==> config.mk <==
export PLATFORM = sky130hd
export DESIGN_NAME = ps2_receptor
export DESIGN_NICKNAME = d
export VERILOG_FILES = /design/src/rtl/ps2_receptor.sv
export SDC_FILE = /design/constraint.sdc
export NUM_CORES = 1
export LEC_CHECK = 0
export CORE_MARGIN = 5
export CORE_UTILIZATION = 45
export CTS_CLUSTER_SIZE = 10
export DETAILED_ROUTE_END_ITERATION = 6
export GPL_ROUTABILITY_DRIVEN = 1
export PLACE_DENSITY_LB_ADDON = 0.1
export SLEW_MARGIN = 20
export SYNTH_ARGS = -nofsm -noshare
export SYNTH_HDL_FRONTEND = slang
export SYNTH_SLANG_ARGS = --single-unit
==> constraint.sdc <==
create_clock -name clk -period 2.1 [get_ports clk]
set_input_delay 0.42 -clock clk [delete_from_list [all_inputs] [get_ports clk]]
set_output_delay 0.42 -clock clk [all_outputs]
set_load 0.05 [all_outputs]
==> src/rtl/ps2_receptor.sv <==
// PS/2 serial receiver: synchronizes and glitch-filters the PS/2 clock, deserializes
// 11-bit frames and emits dout with a one-cycle ready, parity_err or frame_err pulse.
module ps2_receptor #(
  parameter int FILTER_LEN     = 8,
  parameter int TIMEOUT_CYCLES = 10000
) (
  input  logic       clk,
  input  logic       reset,
  input  logic       ps2c,
  input  logic       ps2d,
  input  logic       rx_en,
  output logic [7:0] dout,
  output logic       ready,
  output logic       parity_err,
  output logic       frame_err
);

  localparam int TW = $clog2(TIMEOUT_CYCLES + 1);
  localparam logic [TW-1:0] TMO_LAST = TW'(TIMEOUT_CYCLES - 1);

  localparam logic [1:0] IDLE  = 2'b00;
  localparam logic [1:0] DATA  = 2'b01;
  localparam logic [1:0] CHECK = 2'b10;

  logic                  c_s0, c_s1, d_s0, d_s1;
  logic [FILTER_LEN-1:0] filt_reg;
  logic                  filt_clk;
  logic                  fall_tick;

  logic [1:0]    state;
  logic [3:0]    bit_cnt;
  logic [TW-1:0] tmo_cnt;
  logic [9:0]    sr;

  // Filter register clears on reset, so the clock level must re-qualify before any edge.
  always_ff @(posedge clk or posedge reset) begin
    if (reset) begin
      c_s0     <= 1'b0;
      c_s1     <= 1'b0;
      d_s0     <= 1'b0;
      d_s1     <= 1'b0;
      filt_reg <= '0;
      filt_clk <= 1'b0;
    end else begin
      c_s0     <= ps2c;
      c_s1     <= c_s0;
      d_s0     <= ps2d;
      d_s1     <= d_s0;
      filt_reg <= {filt_reg[FILTER_LEN-2:0], c_s1};
      if (&filt_reg)
        filt_clk <= 1'b1;
      else if (~|filt_reg)
        filt_clk <= 1'b0;
    end
  end

  // High in the cycle where filt_clk is about to drop from 1 to 0.
  assign fall_tick = filt_clk & ~|filt_reg;

  always_ff @(posedge clk or posedge reset) begin
    if (reset) begin
      state      <= IDLE;
      bit_cnt    <= '0;
      tmo_cnt    <= '0;
      sr         <= '0;
      dout       <= '0;
      ready      <= 1'b0;
      parity_err <= 1'b0;
      frame_err  <= 1'b0;
    end else begin
      ready      <= 1'b0;
      parity_err <= 1'b0;
      frame_err  <= 1'b0;
      case (state)
        IDLE: begin
          if (fall_tick && rx_en && !d_s1) begin
            bit_cnt <= '0;
            tmo_cnt <= '0;
            state   <= DATA;
          end
        end
        DATA: begin
          if (fall_tick) begin
            sr      <= {d_s1, sr[9:1]};
            bit_cnt <= bit_cnt + 4'd1;
            tmo_cnt <= '0;
            if (bit_cnt == 4'd9)
              state <= CHECK;
          end else if (tmo_cnt == TMO_LAST) begin
            frame_err <= 1'b1;
            state     <= IDLE;
          end else begin
            tmo_cnt <= tmo_cnt + TW'(1);
          end
        end
        CHECK: begin
          // sr = {stop, parity, d7..d0}; stop-bit error outranks parity error.
          if (!sr[9])
            frame_err <= 1'b1;
          else if (!(^sr[8:0]))
            parity_err <= 1'b1;
          else begin
            dout  <= sr[7:0];
            ready <= 1'b1;
          end
          state <= IDLE;
        end
        default: state <= IDLE;
      endcase
    end
  end

endmodule

### Word-level counts from Yosys, hierarchy flattened

Cells that the tools add are included.

| word-level totals | value |
|---|---|
| register bits | 54 |
| input port bits | 5 |
| output and inout bits | 11 |
| logic and storage cells | 65 |

| operators by class | value |
|---|---|
| add/sub/neg operators | 2 |
| equality and inequality tests | 10 |
| multiplexer cells | 24 |
| bitwise gates (word level) | 1 |
| reductions and logical operators | 14 |

Operators with widths:

| cell | count |
|---|---|
| $mux 14 | 3 |
| $pmux 14 s2 | 1 |
| $add 14x1->14 const B | 1 |
| $eq 14x14->1 const B | 1 |
| $reduce_and 3->1 | 4 |
| $mux 1 | 11 |
| $ne 3x3->1 const B | 3 |
| $reduce_xor 9->1 | 1 |
| $mux 2 | 4 |
| $mux 4 | 2 |
| $pmux 4 s2 | 1 |
| $reduce_and 8->1 | 1 |
| $reduce_or 8->1 | 1 |
| $ne 2x2->1 const B | 3 |
| $add 4x1->4 const B | 1 |
| $eq 4x4->1 const B | 1 |
| $pmux 2 s2 | 1 |
| $eq 2x1->1 const B | 1 |
| $eq 2x2->1 const B | 1 |
| $logic_and 1x1->1 | 2 |
| $logic_not 1->1 | 2 |
| $logic_not 2->1 | 1 |
| $pmux 1 s2 | 1 |
| $reduce_and 2->1 | 1 |
| 2 further kinds | 2 |

### Depth between registers and ports, before layout

Gate-level depths: netlist (run 1).

| logic depth | value |
|---|---|
| word-level depth | 7 |
| gate-level depth with buffers | 9 |
| mapped depth without buffers | 7 |

### Worst setup path before layout (run 1)

No wires, ideal clock.

| timing path | value |
|---|---|
| kind | register to register |
| start | register state[1] |
| end | register tmo_cnt[10] |
| setup time | 0.128 ns |
| data arrival time | 1.668 ns |
| data required time | 1.972 ns |
| path slack | 0.303 ns |
| stages on the path, launching flop included | 9 |
| buffers on the path | 1 |
| period minus slack after synthesis | 1.797 ns |
| cell sequence | dfrtp_1 -> inv_1 -> ha_1 -> buf_2 -> inv_1 -> nor4b_1 -> and3_1 -> xnor2_1 -> o21ai_0 |

| on the way | value |
|---|---|
| cells in the longest elaborated chain, start to end | 3 |
| elaborated cells between the ends (all ways) | 7 |
| classes of those cells | eq/ne (3); mux (1); reduce/logical (3) |

RTL lines:

| element | line | source |
|---|---|---|
| from (decl) | 30 | `logic [1:0] state;` |
| from (signal assigned) | 62 | `state <= IDLE;` |
| from (signal assigned) | 79 | `state <= DATA;` |
| from (signal assigned) | 88 | `state <= CHECK;` |
| $eq 2x1->1 / $logic_not 2->1 (equally long branches) | 74 | `case (state)` |
| $ne 3x3->1 (no source line) (tied with other cells) | - |  |
| $reduce_and 3->1 (no source line) | - |  |
| to (signal assigned) | 93 | `tmo_cnt <= tmo_cnt + TW'(1);` |
| to (decl) | 32 | `logic [TW-1:0] tmo_cnt;` |

Several ways; a longest one is shown, not always the timed one.
A chain may end at the register's enable or synchronous reset.

### Worst setup path after layout (run 1)

| timing path | value |
|---|---|
| start | register sr[3] |
| end | register dout[7] |

| on the way | value |
|---|---|
| cells in the longest elaborated chain, start to end | 2 |

RTL lines:

| element | line | source |
|---|---|---|
| from (decl) | 33 | `logic [9:0] sr;` |
| from (signal assigned) | 84 | `sr <= {d_s1, sr[9:1]};` |
| $reduce_xor 9->1 | 100 | `else if (!(^sr[8:0]))` |
| $reduce_and 3->1 (no source line) | - |  |
| to (signal assigned) | 103 | `dout <= sr[7:0];` |
| to (decl) | 12 | `output logic [7:0] dout,` |

Every way passes these cells.

==> results of run 1 <==
-- synth_stat cells, drive strengths merged, types with 3 or more instances --
cell / n
nand3: 6
nand2: 23
nand4: 6
buf: 3
dfrtp: 54
a21oi: 6
o21ai: 16
and3: 6
xor2: 5
nand2b: 3
o31ai: 4
mux2: 19
nor4: 3
inv: 8
ha: 6
xnor2: 6
nor2: 8
-- repair_timing --
action / 4_1_cts / 5_1_grt
hold buffers: 0 / 0
resized for setup: 0 / 1
setup endpoints to repair: 0 / 2
-- layer usage --
| metal | vias to the layer above | global-route usage |
|---|---|---|
| met3 | 9 | 0.0307 |
| met4 | 0 | 0.0550 |
| met1 | 810 | 0.174 |
| met5 | - | 0 |
| li1 | 788 | - |
| met2 | 38 | 0.210 |
-- stage by stage --
step / util / total power, W / setup WS (ns) / instance area (um^2) / std cells
after floorplan: - / 0.00146 / 0.303 / 2410 / 208
after global placement: 0.526 / 0.00158 / 0.111 / 2710 / 297
after detailed placement: 0.526 / 0.00160 / 0.0831 / 2710 / 297
after CTS: 0.547 / 0.00228 / 0.124 / 2810 / 305
after global routing: 0.548 / 0.00239 / 0.0319 / 2820 / 305
final: 0.548 / 0.00226 / 0.182 / 2820 / 305
-- critical path, stage by stage, from the launching register on --
cell and delay (ns):
dfrtp_1 0.42, xnor2_1 0.18, xnor3_1 0.45, xnor2_2 0.24, nand3_4 0.18, mux2_4 0.33
-- where the power goes --
group | internal (W) | total [W] | leakage [nW] | switching, W
Combinational | 0.000177 | 0.000434 | 0.542 | 0.000258
Sequential | 0.00110 | 0.00116 | 0.701 | 0.0000572
Clock | 0.000357 | 0.000667 | 0.0524 | 0.000311
-- worst paths after layout --
path                            startpoint  slack, ns  cells after the start          end
worst max-delay path                 sr[3]       0.18                      5      dout[7]
worst min-delay path                  d_s0       0.35                      0         d_s1
worst max register to register       sr[3]       0.18                      5      dout[7]
worst min register to register        d_s0       0.35                      0         d_s1
max in group asynchronous            reset       1.11                      3  tmo_cnt[12]
min in group asynchronous            reset       0.46                      2         d_s0
-- logic make-up (layout without fill, tap and decap cells) --
logic type	count (synthesis)	count (layout)	synth area share
multiplexers	20	20	0.0945
flip-flops	54	54	0.561
adder cells (fa/ha/maj)	6	6	0.0312
XOR/XNOR	12	12	0.0524
AND/OR/NAND/NOR	67	67	0.149
AO/OA/AOI/OAI	36	36	0.0909
buffers and inverters	13	40	0.0218
-- cell usage in the layout, fill, tap and decap left out, types with 2 or more instances in the layout --
| cell type | synthesis | layout |
|---|---|---|
| clkbuf_1 | 2 | 2 |
| nor2_1 | 8 | 8 |
| nand3_1 | 5 | 5 |
| a21oi_1 | 6 | 6 |
| xor2_1 | 5 | 5 |
| clkdlybuf4s50_1 | 0 | 15 |
| clkbuf_8 | 0 | 5 |
| nor4_1 | 3 | 3 |
| o22ai_1 | 2 | 2 |
| nand4_1 | 6 | 6 |
| a31oi_1 | 2 | 2 |
| nand2_1 | 22 | 22 |
| o21ai_0 | 16 | 16 |
| nor3_1 | 2 | 2 |
| xnor2_1 | 5 | 5 |
| mux2_2 | 18 | 18 |
| inv_1 | 8 | 7 |
| nand2b_1 | 3 | 3 |
| dfrtp_1 | 54 | 54 |
| or4_1 | 2 | 2 |
| nor4b_1 | 2 | 2 |
| and3_1 | 6 | 6 |
| ha_1 | 6 | 6 |
| o31ai_1 | 4 | 4 |
| buf_4 | 0 | 8 |
-- cell type report --
type | instances | area (um^2) | share of cell area
well taps | 70 | 87.6 | 0.0311
inverters | 8 | 30.0 | 0.0107
repair buffers | 24 | 230 | 0.0817
clock buffers | 7 | 76.3 | 0.0271
flip-flops and latches | 54 | 1350 | 0.479
clock inverters | 1 | 30.0 | 0.0107
multi-input cells | 141 | 1010 | 0.360
==> run metrics, run 1 <==
fraction of registers with async set/reset 1.00; drt pass-1 iters 4; WL final between 4000 and 5000 um; worst-margin pin slew roughly 0.54 ns; Max-Cap Viols 0; clock root cell clkbuf_8; WP data arrival 2.11 ns; Mapped Nets 219; yosys warns 0; Starting Density 0.469; Routed Antenna Nets 0; critical path launch point type flip-flop; Max Used Layer met4; initial antenna violation count 0; Slew Viols, Final 0; met2 WL 2040 um; leading area contributor after synthesis dfrtp_1; Seq cells post-synth 54; Post-synth EDFFs 0; static leakage ~1.3 nW; via count about 1600; Vias/cell 5.39; Avg Cell Area, Syn 11.6 um^2; row count 26; post-DP HPWL 3100 um; setup_tns 0 ns; Setup Viol. Count Final 0; Reg with most FFs tmo_cnt; Yosys top cell area share 0.561; Post-CTS Setup Repair Bufs 0; Core Region about 0.005 mm^2; Gate Count Post-Synth about 210; residual DRC count 0; Die ar. between 0.006 and 0.007 mm^2; largest net degree at the start of global routing 25; Rel. slew slack 0.638; CTS tree yes; wire length per cell 14.1 um; GPL Wtd Cong 0.856; CP Class flip-flop to flip-flop; vias in the first global route 1634; # H-tree levels 2; WHS about 0.35 ns; Layout fillers around 460; All-Layer GR Usage 0.132; I/O pins 16; Max FO, Critical Path 9; Tcrit/Tclk final 0.913; synthesized area 0.00241 mm^2; DR iter-0 viols 102; total gr overflow 0; TritonCTS sink count 54; Worst-path clk slew 0.09 ns; Tmin final approximately 1.9 ns; net count reported at finish 245; post-synthesis cell type count 41; Die Ht 83.2 um; CP Capture Type flip-flop; diodes inserted 0; ranking of synthesized cells by area dfrtp_1 (56%), mux2_2 (8.4%), nand2_1 (3.4%); Max Freq 521 MHz; metal3 WL 195 um; PortBufs 15; Worst EP required between 2 and 2.5 ns; clock skew 0.00539 ns; Top Registers tmo_cnt (14), sr (10); worst min path class flip-flop to flip-flop; Main synth FF type dfrtp_1; Synth-to-Final Area Change 17.0%; RSZ-0062 raised after global routing no; die width 83.2 um; Hold Vio Cnt, Final 0; max FFs per register 14; met1 wire length between 1500 and 2000 um; Longest Clk Path Bufs 2; CTS buffer count 5; VDD IR max 0.373 mV; first-pass GRT wire length 7520 um; share of cells above drive strength 1 0.170; post-synthesis sequential area ratio 0.561; status complete, no violations; power per cell area roughly 800 mW/mm^2; later-pin clock latency in the skew report ~0.30 ns
(Power assumes the default switching activity.)
==> inputs of run 2 (changes only) <==
SLEW_MARGIN = default   (was 20)
==> results of run 2 <==
Same layout as run 1: the final DEF is identical, and so are final timing and power.
==> inputs of run 3 (changes only) <==
clock period = 1.6 ns   (was 2.1 ns; I/O delays follow)
==> run 3 against run 2 <==
  * The run now ends with negative setup slack left
  * Worst setup slack got worse by 0.44 ns
  * Wire length rose by 24%
  * Critical path depth stayed put
  * Global-route usage is 2.4 points higher
  * Clock-buffer cell count unchanged
  * Register-to-register slack got worse by 0.44 ns
  * Power grew 55%
  * Die area unchanged
  * Flip-flop and latch count did not move
==> run metrics, run 3 (synthesized netlist as in run 1, its figures left out) <==
hold_buf cts 0 (unchanged); Starting Density 0.469 (unchanged); drt pass-1 iters 4 (unchanged); PortBufs 15 (unchanged); total gr overflow 0 (unchanged); VDD IR max 0.677 mV (was 0.373 mV); Synth-to-Final Area Change 44.3% (was 17.0%); TritonCTS sink count 54 (unchanged); clock root cell clkbuf_8 (unchanged); initial antenna violation count 0 (unchanged); GPL Wtd Cong 0.914 (was 0.856); All-Layer GR Usage 0.156 (was 0.132); Top Registers tmo_cnt (14), sr (10) (unchanged); Layout fillers 416 (was 456); Routed Antenna Nets 0 (unchanged); Longest Clk Path Bufs 2 (unchanged); Max FO, Critical Path 9 (unchanged); Die Ht 83.2 um (unchanged); Placed Area 0.00302 mm^2 (was 0.00271 mm^2); DR iter-0 viols 68 (was 102); Rel. slew slack 0.778 (was 0.638); status finished with violations (was complete, no violations); WL final 5350 um (was 4300 um); largest net degree at the start of global routing 25 (unchanged); Worst-path clk slew 0.09 ns (about the same); Crit path largest cell delay 0.45 ns (about the same); row count 26 (unchanged); largest delay contributor family on the critical path XOR/XNOR gates (unchanged); Hold Vio Cnt, Final 0 (unchanged); post-route design area 0.00348 mm^2 (was 0.00282 mm^2); Max-Cap Viols 0 (unchanged); die width 83.2 um (unchanged); clock skew 0.00597 ns (was 0.00539 ns); Crit-path slowest cell xnor3_1 (unchanged); worst min path class primary input to asynchronous set/reset pin (was flip-flop to flip-flop); Vias/cell 5.29 (was 5.39); Die ar. 0.00692 mm^2 (unchanged); via count 1868 (was 1645); Final Non-Filler Cells 353 (was 305); CTS tree yes (unchanged); Worst EP required 1.79 ns (was 2.29 ns); vias in the first global route 1964 (was 1634); CP Class flip-flop to flip-flop (unchanged); diodes inserted 0 (unchanged); net count reported at finish 293 (was 245); later-pin clock latency in the skew report 0.30 ns (about the same); post-route setup slack -0.253 ns (was 0.182 ns); residual DRC count 0 (unchanged); most common cell after layout, fill and taps aside buf_4 (was dfrtp_1); area of the multi-input gates 0.00129 mm^2 (was 0.00101 mm^2); RSZ-0062 raised after global routing yes (was no); Register Area 0.00135 mm^2 (about the same); CP Buf/Inv Count 0 (unchanged); # H-tree levels 2 (unchanged); Reg with most FFs tmo_cnt (unchanged); first-pass GRT wire length 9050 um (was 7520 um); max FFs per register 14 (unchanged); failing checks negative setup slack; WP data arrival 2.05 ns (was 2.11 ns); static leakage 1.62 nW (was 1.30 nW); Setup Viol. Count Final 26 (was 0); Slew Viols, Final 0 (unchanged); most frequent cells in the layout buf_4 (55), dfrtp_1 (52), nand2_1 (18), mux2_2 (17), o21ai_1 (10) (was dfrtp_1 (54), nand2_1 (22), mux2_2 (18), o21ai_0 (16), clkdlybuf4s50_1 (15)); CTS buffer count 5 (unchanged); CP Capture Type flip-flop (unchanged); power per cell area 1010 mW/mm^2 (was 801 mW/mm^2); Tcrit/Tclk final 1.16 (was 0.913); dpl cells 329 (was 297); Tmin final 1.85 ns (was 1.92 ns); I/O pins 16 (unchanged); worst-margin pin slew 0.330 ns (was 0.538 ns); critical path launch point type flip-flop (unchanged); crit path cell chain xnor2_1 -> xnor3_1 -> xnor2_2 -> nand3_4 -> mux2_4 (unchanged); wire length per cell 15.2 um (was 14.1 um); share of cells above drive strength 1 0.488 (was 0.170); post-DP HPWL 3710 um (was 3100 um); Max Freq 540 MHz (was 521 MHz); Core Region 0.00514 mm^2 (unchanged)
-- run 3: what timing repair did --
action,CTS,global route
endpoints found under the hold margin,0,0
endpoints found under the setup margin,38,38
setup buffers,10,7
gates resized for setup,39,29
pin swaps,15,20
gates cloned,0,1
-- run 3: worst paths after layout --
path	start	end	slack [ns]	cells after the start
max in group asynchronous	reset	sr[8]	0.88	3
min in group clk	d_s0	d_s1	0.36	0
setup reg to reg	sr[5]	dout[7]	-0.25	5
setup / recovery	sr[5]	dout[7]	-0.25	5
hold / removal	reset	ready	0.34	2
hold reg to reg	d_s0	d_s1	0.36	0
-- run 3: final cells by class --
| cell class | count | area share |
|---|---|---|
| Sequential cell | 54 | 0.389 |
| Multi-Input combinational cell | 142 | 0.372 |
| Timing Repair Buffer | 71 | 0.176 |
| Tap cell | 70 | 0.0252 |
| Clock buffer | 7 | 0.0248 |
| Inverter | 8 | 0.00972 |
| Clock inverter | 1 | 0.00252 |
-- run 3: report_power, final --
group	internal [W]	switching, W
logic	0.000613	0.000600
clock network	0.000358	0.000428
registers	0.00144	0.0000678
-- run 3: stage by stage --
stage	total power [W]	worst slack [ns]	hold WS, ns	utilization	TNS (ns)
floorplan	0.00202	-0.151	0.331	-	-1.12
global placement	0.00232	-0.236	0.337	0.588	-4.83
global route	0.00372	-0.308	0.342	0.676	-4.78
finish	0.00351	-0.253	0.335	0.676	-2.67
detailed placement	0.00235	-0.309	0.338	0.588	-6.34
CTS	0.00336	-0.261	0.330	0.647	-2.29
-- run 3: layer usage --
metal  global-route usage  part of all wire  vias up
met2                0.263              0.52       37
met1                0.203              0.44      932
met4               0.0416            0.0084        0
li1                     -                 -      893
met5                    0                 0        -
met3               0.0366             0.030        6
